==> config.mk <==
export PLATFORM = sky130hd
export DESIGN_NAME = input_pingpong_buffer
export DESIGN_NICKNAME = d
export VERILOG_FILES = /design/src/rtl/input_pingpong_buffer_pkg.sv /design/src/rtl/input_pingpong_buffer_bank_ram.sv /design/src/rtl/input_pingpong_buffer.sv
export SDC_FILE = /design/constraint.sdc
export NUM_CORES = 1
export LEC_CHECK = 0
export ABC_AREA = 1
export CORE_MARGIN = 5
export CORE_UTILIZATION = 40
export DETAILED_ROUTE_END_ITERATION = 8
export PLACE_DENSITY_LB_ADDON = 0.08
export SYNTH_ARGS = -nofsm -noshare
export SYNTH_HDL_FRONTEND = slang
export SYNTH_HIERARCHICAL = 1
export SYNTH_SLANG_ARGS = --single-unit
==> constraint.sdc <==
create_clock -name clk -period 3 [get_ports clk]
set_input_delay 0.75 -clock clk [delete_from_list [all_inputs] [get_ports clk]]
set_output_delay 0.75 -clock clk [all_outputs]
set_load 0.02 [all_outputs]
==> src/rtl/input_pingpong_buffer_pkg.sv <==
// Shared types and defaults for the ping-pong input activation buffer.
// Reused by the layer controller for bank state decoding.
package input_pingpong_buffer_pkg;

  typedef enum logic {
    BANK_EMPTY = 1'b0,
    BANK_FULL  = 1'b1
  } bank_state_e;

  localparam int DEF_D_WIDTH = 16;
  localparam int DEF_A_WIDTH = 4;

endpackage

==> src/rtl/input_pingpong_buffer_bank_ram.sv <==
// Simple dual-port bank RAM: sync write, registered sync read.
// Only the read register is reset; array contents survive reset.
module buffer_bank_ram
  import input_pingpong_buffer_pkg::*;
#(
  parameter int D_WIDTH = DEF_D_WIDTH,
  parameter int A_WIDTH = DEF_A_WIDTH
) (
  input  logic               clk,
  input  logic               rst,
  input  logic               we,
  input  logic [A_WIDTH-1:0] waddr,
  input  logic [D_WIDTH-1:0] wdata,
  input  logic               re,
  input  logic [A_WIDTH-1:0] raddr,
  output logic [D_WIDTH-1:0] rdata
);

  logic [D_WIDTH-1:0] mem [2**A_WIDTH];

  always_ff @(posedge clk) begin
    if (we) mem[waddr] <= wdata;
  end

  always_ff @(posedge clk) begin
    if (rst)     rdata <= '0;
    else if (re) rdata <= mem[raddr];
  end

endmodule

==> src/rtl/input_pingpong_buffer.sv <==
// Ping-pong input activation buffer: loader fills one bank while
// the neuron array reads the other; ownership moves via fill/release.
module input_pingpong_buffer
  import input_pingpong_buffer_pkg::*;
#(
  parameter int D_WIDTH = DEF_D_WIDTH,
  parameter int A_WIDTH = DEF_A_WIDTH
) (
  input  logic               clk,
  input  logic               rst,
  input  logic               w_valid,
  output logic               w_ready,
  input  logic [D_WIDTH-1:0] w_data,
  input  logic               w_last,
  output logic               r_bank_ready,
  output logic [A_WIDTH:0]   r_len,
  input  logic               r_en,
  input  logic [A_WIDTH-1:0] r_addr,
  output logic [D_WIDTH-1:0] r_data,
  output logic               r_valid,
  input  logic               r_done
);

  bank_state_e        state_q [2];
  logic [A_WIDTH:0]   len_q   [2];
  logic [D_WIDTH-1:0] q       [2];
  logic               wbank_q;
  logic               rbank_q;
  logic               rsel_q;
  logic [A_WIDTH-1:0] waddr_q;

  logic wr_acc;
  logic wr_close;
  logic rd_acc;
  logic rel;

  assign w_ready      = (state_q[wbank_q] == BANK_EMPTY);
  assign r_bank_ready = (state_q[rbank_q] == BANK_FULL);
  assign r_len        = r_bank_ready ? len_q[rbank_q] : '0;

  assign wr_acc   = w_valid && w_ready;
  assign wr_close = wr_acc && (w_last || (waddr_q == '1));
  assign rd_acc   = r_en && r_bank_ready;
  assign rel      = r_done && r_bank_ready;

  for (genvar b = 0; b < 2; b++) begin : g_bank
    localparam logic SEL = 1'(b);
    buffer_bank_ram #(
      .D_WIDTH(D_WIDTH),
      .A_WIDTH(A_WIDTH)
    ) u_ram (
      .clk  (clk),
      .rst  (rst),
      .we   (wr_acc && (wbank_q == SEL)),
      .waddr(waddr_q),
      .wdata(w_data),
      .re   (rd_acc && (rbank_q == SEL)),
      .raddr(r_addr),
      .rdata(q[b])
    );
  end

  // Idle RAM outputs hold, so the mux select alone keeps r_data stable.
  assign r_data = q[rsel_q];

  always_ff @(posedge clk) begin
    if (rst) begin
      for (int b = 0; b < 2; b++) begin
        state_q[b] <= BANK_EMPTY;
        len_q[b]   <= '0;
      end
      wbank_q <= 1'b0;
      rbank_q <= 1'b0;
      rsel_q  <= 1'b0;
      waddr_q <= '0;
      r_valid <= 1'b0;
    end else begin
      r_valid <= rd_acc;
      if (rd_acc) rsel_q <= rbank_q;
      if (wr_acc) begin
        waddr_q <= waddr_q + A_WIDTH'(1);
      end
      if (wr_close) begin
        state_q[wbank_q] <= BANK_FULL;
        len_q[wbank_q]   <= {1'b0, waddr_q} + (A_WIDTH+1)'(1);
        waddr_q          <= '0;
        wbank_q          <= ~wbank_q;
      end
      // Close and release never target the same bank.
      if (rel) begin
        state_q[rbank_q] <= BANK_EMPTY;
        rbank_q          <= ~rbank_q;
      end
    end
  end

endmodule

**Yosys cells after proc, flatten, opt, wreduce, memory -nomap -nowiden**

Memory sizes are Yosys's and may differ from the RTL's. A register that Yosys moved wholly into a read port is not among the register bits.
Index checks and enable logic that the tools add are counted.

- Add/sub/neg operators: 2
- Magnitude comparators: 1
- Eq/ne operators: 1
- Muxes and demuxes: 31
- Bitwise operators: 4
- Reduce and logical (&&, ||, !) cells: 13

Operators by type and width:

| kind | count |
|---|---|
| $mux 16 | 3 |
| $mux 1 | 26 |
| $mux 5 | 2 |
| $logic_and 1x1->1 | 8 |
| $add 4x1->5 const B | 1 |
| $reduce_or 5->1 | 1 |
| $add 4x1->4 const B | 1 |
| $eq 4x4->1 const B | 1 |
| $not 1->1 | 3 |
| $ge 2x2->1 const B | 1 |
| $not 1->2 | 1 |
| $reduce_or 1->1 | 2 |
| $reduce_or 2->1 | 1 |
| $logic_or 1x1->1 | 1 |

- Flip-flop bits (word level): 8
- Memory bits (writable): 524
- Input port bits: 26
- Output and inout port bits: 24
- Word-level logic and storage cells: 61
- Memories kept: 4

Memory list:

| memory | words | width | rd ports | clocked after Yosys merged registers in | write ports | line | RTL |
|---|---|---|---|---|---|---|---|
| g_bank[0].u_ram.mem | 16 | 16 | 1 | 1 | 1 | input_pingpong_buffer_bank_ram.sv:19 | `logic [D_WIDTH-1:0] mem [2**A_WIDTH];` |
| g_bank[1].u_ram.mem | 16 | 16 | 1 | 1 | 1 | input_pingpong_buffer_bank_ram.sv:19 |  |
| len_q | 2 | 5 | 1 | 1 | 2 | input_pingpong_buffer.sv:25 | `logic [A_WIDTH:0] len_q [2];` |
| state_q | 2 | 1 | 2 | 2 | 2 | input_pingpong_buffer.sv:24 | `bank_state_e state_q [2];` |

**Logic depth before layout (Yosys ltp)**

- Depth after elaboration: 8
- Gate-level depth with buffers: 11
- Gate-level depth less buffers: 9

**Cells and area by module**

The synthesis kept the hierarchy.

Modules (own cells, without submodules):

| module | instances | cells each | area an instance (µm²) | seq. area each (µm²) |
|---|---|---|---|---|
| buffer_bank_ram | 2 | 951 | 11038.1 | 8007.7 |
| input_pingpong_buffer | 1 | 126 | 1239.9 | 540.5 |

**Worst setup path before layout**

OpenSTA, ideal clock, no wires.

- Kind: input -> register
- Start point: input w_valid
- End point: memory g_bank[0].u_ram/mem[12][0] (netlist name) (enable)
- Setup time: 0.388 ns
- Arrival: 2.028 ns
- Required time: 2.612 ns
- Slack: 0.583 ns
- Stages: 4
- Path buffers: 0
- Path through: nand3_1 -> nor2_1 -> nand3_1 -> nor2_1

- Word-level cells in the longest chain between the ends: 4

RTL lines:

| item | line | RTL |
|---|---|---|
| start: declaration | input_pingpong_buffer.sv:11 | `input logic w_valid,` |
| $logic_and 1x1->1 | input_pingpong_buffer.sv:41 | `assign wr_acc = w_valid && w_ready;` |
| $logic_and 1x1->1 | input_pingpong_buffer.sv:54 | `.we (wr_acc && (wbank_q == SEL)),` |
| $mux 1 | input_pingpong_buffer_bank_ram.sv:22 | `if (we) mem[waddr] <= wdata;` |
| $mux 1 (implied by the code) | input_pingpong_buffer_bank_ram.sv:22 |  |
| end: declaration | input_pingpong_buffer_bank_ram.sv:19 |  |

No other way between the ends.

**Worst setup path in the final report**

- Start point: register rsel_q
- End point: output r_data[7]

- Word-level cells in the longest chain between the ends: 4

RTL lines:

| item | line | RTL |
|---|---|---|
| start: declaration | input_pingpong_buffer.sv:29 | `logic rsel_q;` |
| start signal: assignment | input_pingpong_buffer.sv:79 | `if (rd_acc) rsel_q <= rbank_q;` |
| $not 1->2 (implied by the code) | input_pingpong_buffer.sv:64 | `assign r_data = q[rsel_q];` |
| $mux 16 (implied by the code) (3 in a row) | input_pingpong_buffer.sv:64 |  |
| end: declaration | input_pingpong_buffer.sv:19 | `output logic [D_WIDTH-1:0] r_data,` |

No other way between the ends. The select of a mux whose other input is x is not followed.

==> flow_summary.toml <==
[finish]
drive_gt1_share_pct = 9.541
final_net_count = 2137
fin_cells = 2924
insertedDiodeCount = 0
areaGrowthSynthToFinish_pct = 14.24

[cts]
h-tree-depth = 2
cts_buffer_depth = 3
numCtsBuffers = 59
clock_sinks = 566
clock_latency_ns = 0.62
cts_root_buf = "clkbuf_16"
cts_tree = "built"
cts_hold_buf = 0
path_clk_slew_ns = 0.06

[global_routing]
grt_overflow = 0
grt_use_total_pct = 20.95
first_global_vias = 14630
grt_max_degree = 93
grt_pass1_wl_mm = 97.81
antenna_found_initial = 1

[die]
io_pins = 50
die_y_um = 251.4
die_x_um = 251.4
core_um2 = 57700
num_rows = 88
initial_utilization_pct = 40.41
die_area_um2 = 63220

[sta]
fin_skew_ns = 0.01705
grt_setup_unrepaired = "no"
slew_violations = 0
final.setup.tns_ns = 0
timing.final.crit_period_ns = 2.911
worstMarginPinSlew_ns = 1.130
setup-violations-final = 0
hold_viol_final = 0
slew_headroom_pct = 24.58
max_freq_mhz = 343.5
fin_crit_sh_pct = 97.03

[power]
leakagePower_nw = 9.854
p_per_area_nw_per_um2 = 647.2
ir_drop_uv = 427.9

[critical_path]
slowest_stage = "clkdlybuf4s50_1"
critPathLaunchType = "register"
cpPeakStageDelay_ns = 0.57
path_class = "register to output pin"
end_kind = "output pin"
r2r_cells = 4
r2r-end = "len_q[0][1]"
rrSetupSlack_ns = 0.93
cp.arrival_ns = 2.16
cp_max_fo = 16
critPathRequiredTime_ns = 2.25
r2r-start = "waddr_q[2]"
path_cells = "buf_4, mux2_2, clkdlybuf4s50_1"

[drt]
routed_wl_mm = 67.39
avgRoutedWirePerCell_um = 23.05
routed_via_density = 5.169
final_antenna_net_count = 0
route.detailed.drc = 0
drt_iter0_drc = 1345
vias = 15120
drt-pass1-iter-count = 5

[place]
place_congestion = 0.8542
place_inst = 2812
dp_hpwl_mm = 40.56
port_buffers = 49

[logic_synthesis]
yosysWarnings = 6
ys_ff_latch = 566
syn_area_per_cell_um2 = 11.50
syn_inst = 2028
synth.distinct_cells = 27
syn-cell-area_um2 = 23320
yosysSeqAreaShare_pct = 71.01
synth_nets = 2055

[run]
drv_cap = 0

[worst_hold_path]
worst_hold_path_type = "register to register"
min_to = "state_q[1]"
hold_path_depth = 2
hp-start = "state_q[1]"

[outcome]
status = "completed"
==> final cells by class <==
type / instances / area, µm²
Clock buffer: 76 / 1583
Clock inverter: 34 / 301.5
Fill cell: 5359 / 31060
Inverter: 59 / 226.5
Multi-Input combinational cell: 1288 / 5672
Sequential cell: 566 / 16560
Tap cell: 765 / 957.2
Timing Repair Buffer: 136 / 1340
==> critical path, delay by kind of cell (launching register included) <==
| kind | cells | cell delay [ns] |
|---|---|---|
| multiplexers | 1 | 0.41 |
| buffers and inverters | 2 | 0.82 |
| flip-flops | 1 | 0.33 |
==> timing repair <==
action | CTS | global route
gates resized for setup | 1 | 0
setup endpoints to repair | 6 | 0
setup buffers | 2 | 0
==> cells by family after synthesis <==
| family | synth area share, % |
|---|---|
| XOR/XNOR | 0.1127 |
| buffers and inverters | 4.679 |
| flip-flops | 71.01 |
| multiplexers | 1.014 |
| AND/OR/NAND/NOR | 22.81 |
| AO/OA/AOI/OAI | 0.3220 |
| adder cells (fa/ha/maj) | 0.05365 |
==> through the flow <==
stage / instance area (µm²) / power [mW] / utilization, % / setup WS (ns) / hold WS, ns
floorplan: 23320 / 9.603 / - / 0.5831 / 0.4584
global placement: 24740 / 10.20 / 42.87 / 0.2276 / 0.4771
detailed placement: 24740 / 10.19 / 42.87 / 0.2594 / 0.4786
CTS: 26640 / 17.40 / 46.17 / 0.03829 / 0.4886
global route: 26640 / 17.83 / 46.17 / 0.002889 / 0.5239
finish: 26640 / 17.24 / 46.17 / 0.08899 / 0.4883
==> metal layers <==
metal | wire (µm) | track usage, % | vias to the layer above | share of wire [%]
li1 | - | - | 7155 | -
met1 | 31060 | 31.15 | 7391 | 46
met2 | 30350 | 32.25 | 470 | 45
met3 | 4329 | 3.546 | 99 | 6.4
met4 | 1654 | 5.551 | 0 | 2.5
met5 | 0 | 0 | - | 0
==> layout by cell type (no fill, tap or decap), drive strengths merged, types with 3 or more instances in the layout <==
cell and instances:
a21oi 8, buf 89, bufinv 6, clkbuf 77, clkdlybuf4s50 46, clkinv 25
clkinvlp 3, dfxtp 44, edfxtp 522, inv 59, mux2 21, nand2 703
nand3 422, nand3b 4, nor2 117, nor3 3, o21ai 4
==> power by group <==
| group | switching [mW] | internal (mW) |
|---|---|---|
| registers | 0.0452 | 8.71 |
| logic | 0.920 | 0.354 |
| clock network | 3.01 | 4.20 |
==> sequential cells by signal, indices dropped and copies added, names as in the netlist, named ones only <==
register	flops
len_q	10
g_bank.u_ram/rdata	32
r_valid	1
rbank_q	1
wbank_q	1
state_q	2
waddr_q	4
g_bank.u_ram/mem	512
rsel_q	1
==> worst max path at each step <==
stage	from	to	slack, ns	cells past startpoint
after floorplan	w_valid	g_bank[0].u_ram/mem[12][0]	0.58	4
final	rsel_q	r_data[7]	0.09	3
after detailed placement	w_valid	g_bank[0].u_ram/mem[7][5]	0.26	7
after global routing	rsel_q	r_data[7]	0.003	3
after CTS	rsel_q	r_data[7]	0.04	3
after global placement	w_valid	g_bank[0].u_ram/mem[4][9]	0.23	7
==> cell usage after synthesis <==
cell | number | area [µm²]
ha_1 | 1 | 12.51
o21ai_4 | 1 | 16.27
o21ai_2 | 1 | 8.760
inv_2 | 5 | 18.77
nand4_4 | 2 | 42.54
nor2_2 | 1 | 6.260
clkbuf_1 | 28 | 105.1
dfxtp_1 | 44 | 880.8
nor2_1 | 115 | 431.7
nand3_1 | 421 | 2107
nand3_2 | 1 | 10.01
buf_6 | 49 | 551.8
o21ai_0 | 2 | 10.01
buf_2 | 29 | 145.1
buf_4 | 9 | 67.56
edfxtp_1 | 522 | 15680
nor2_8 | 1 | 20.02
mux2_2 | 21 | 236.5
xor2_1 | 2 | 17.52
nand2_1 | 698 | 2620
nand3b_1 | 4 | 30.03
a21oi_1 | 8 | 40.04
nand2_2 | 4 | 25.02
xnor2_1 | 1 | 8.760
nand2_4 | 1 | 11.26
nor3_1 | 3 | 15.01
inv_1 | 54 | 202.7
Note: power is estimated with default switching activity, not from simulation.
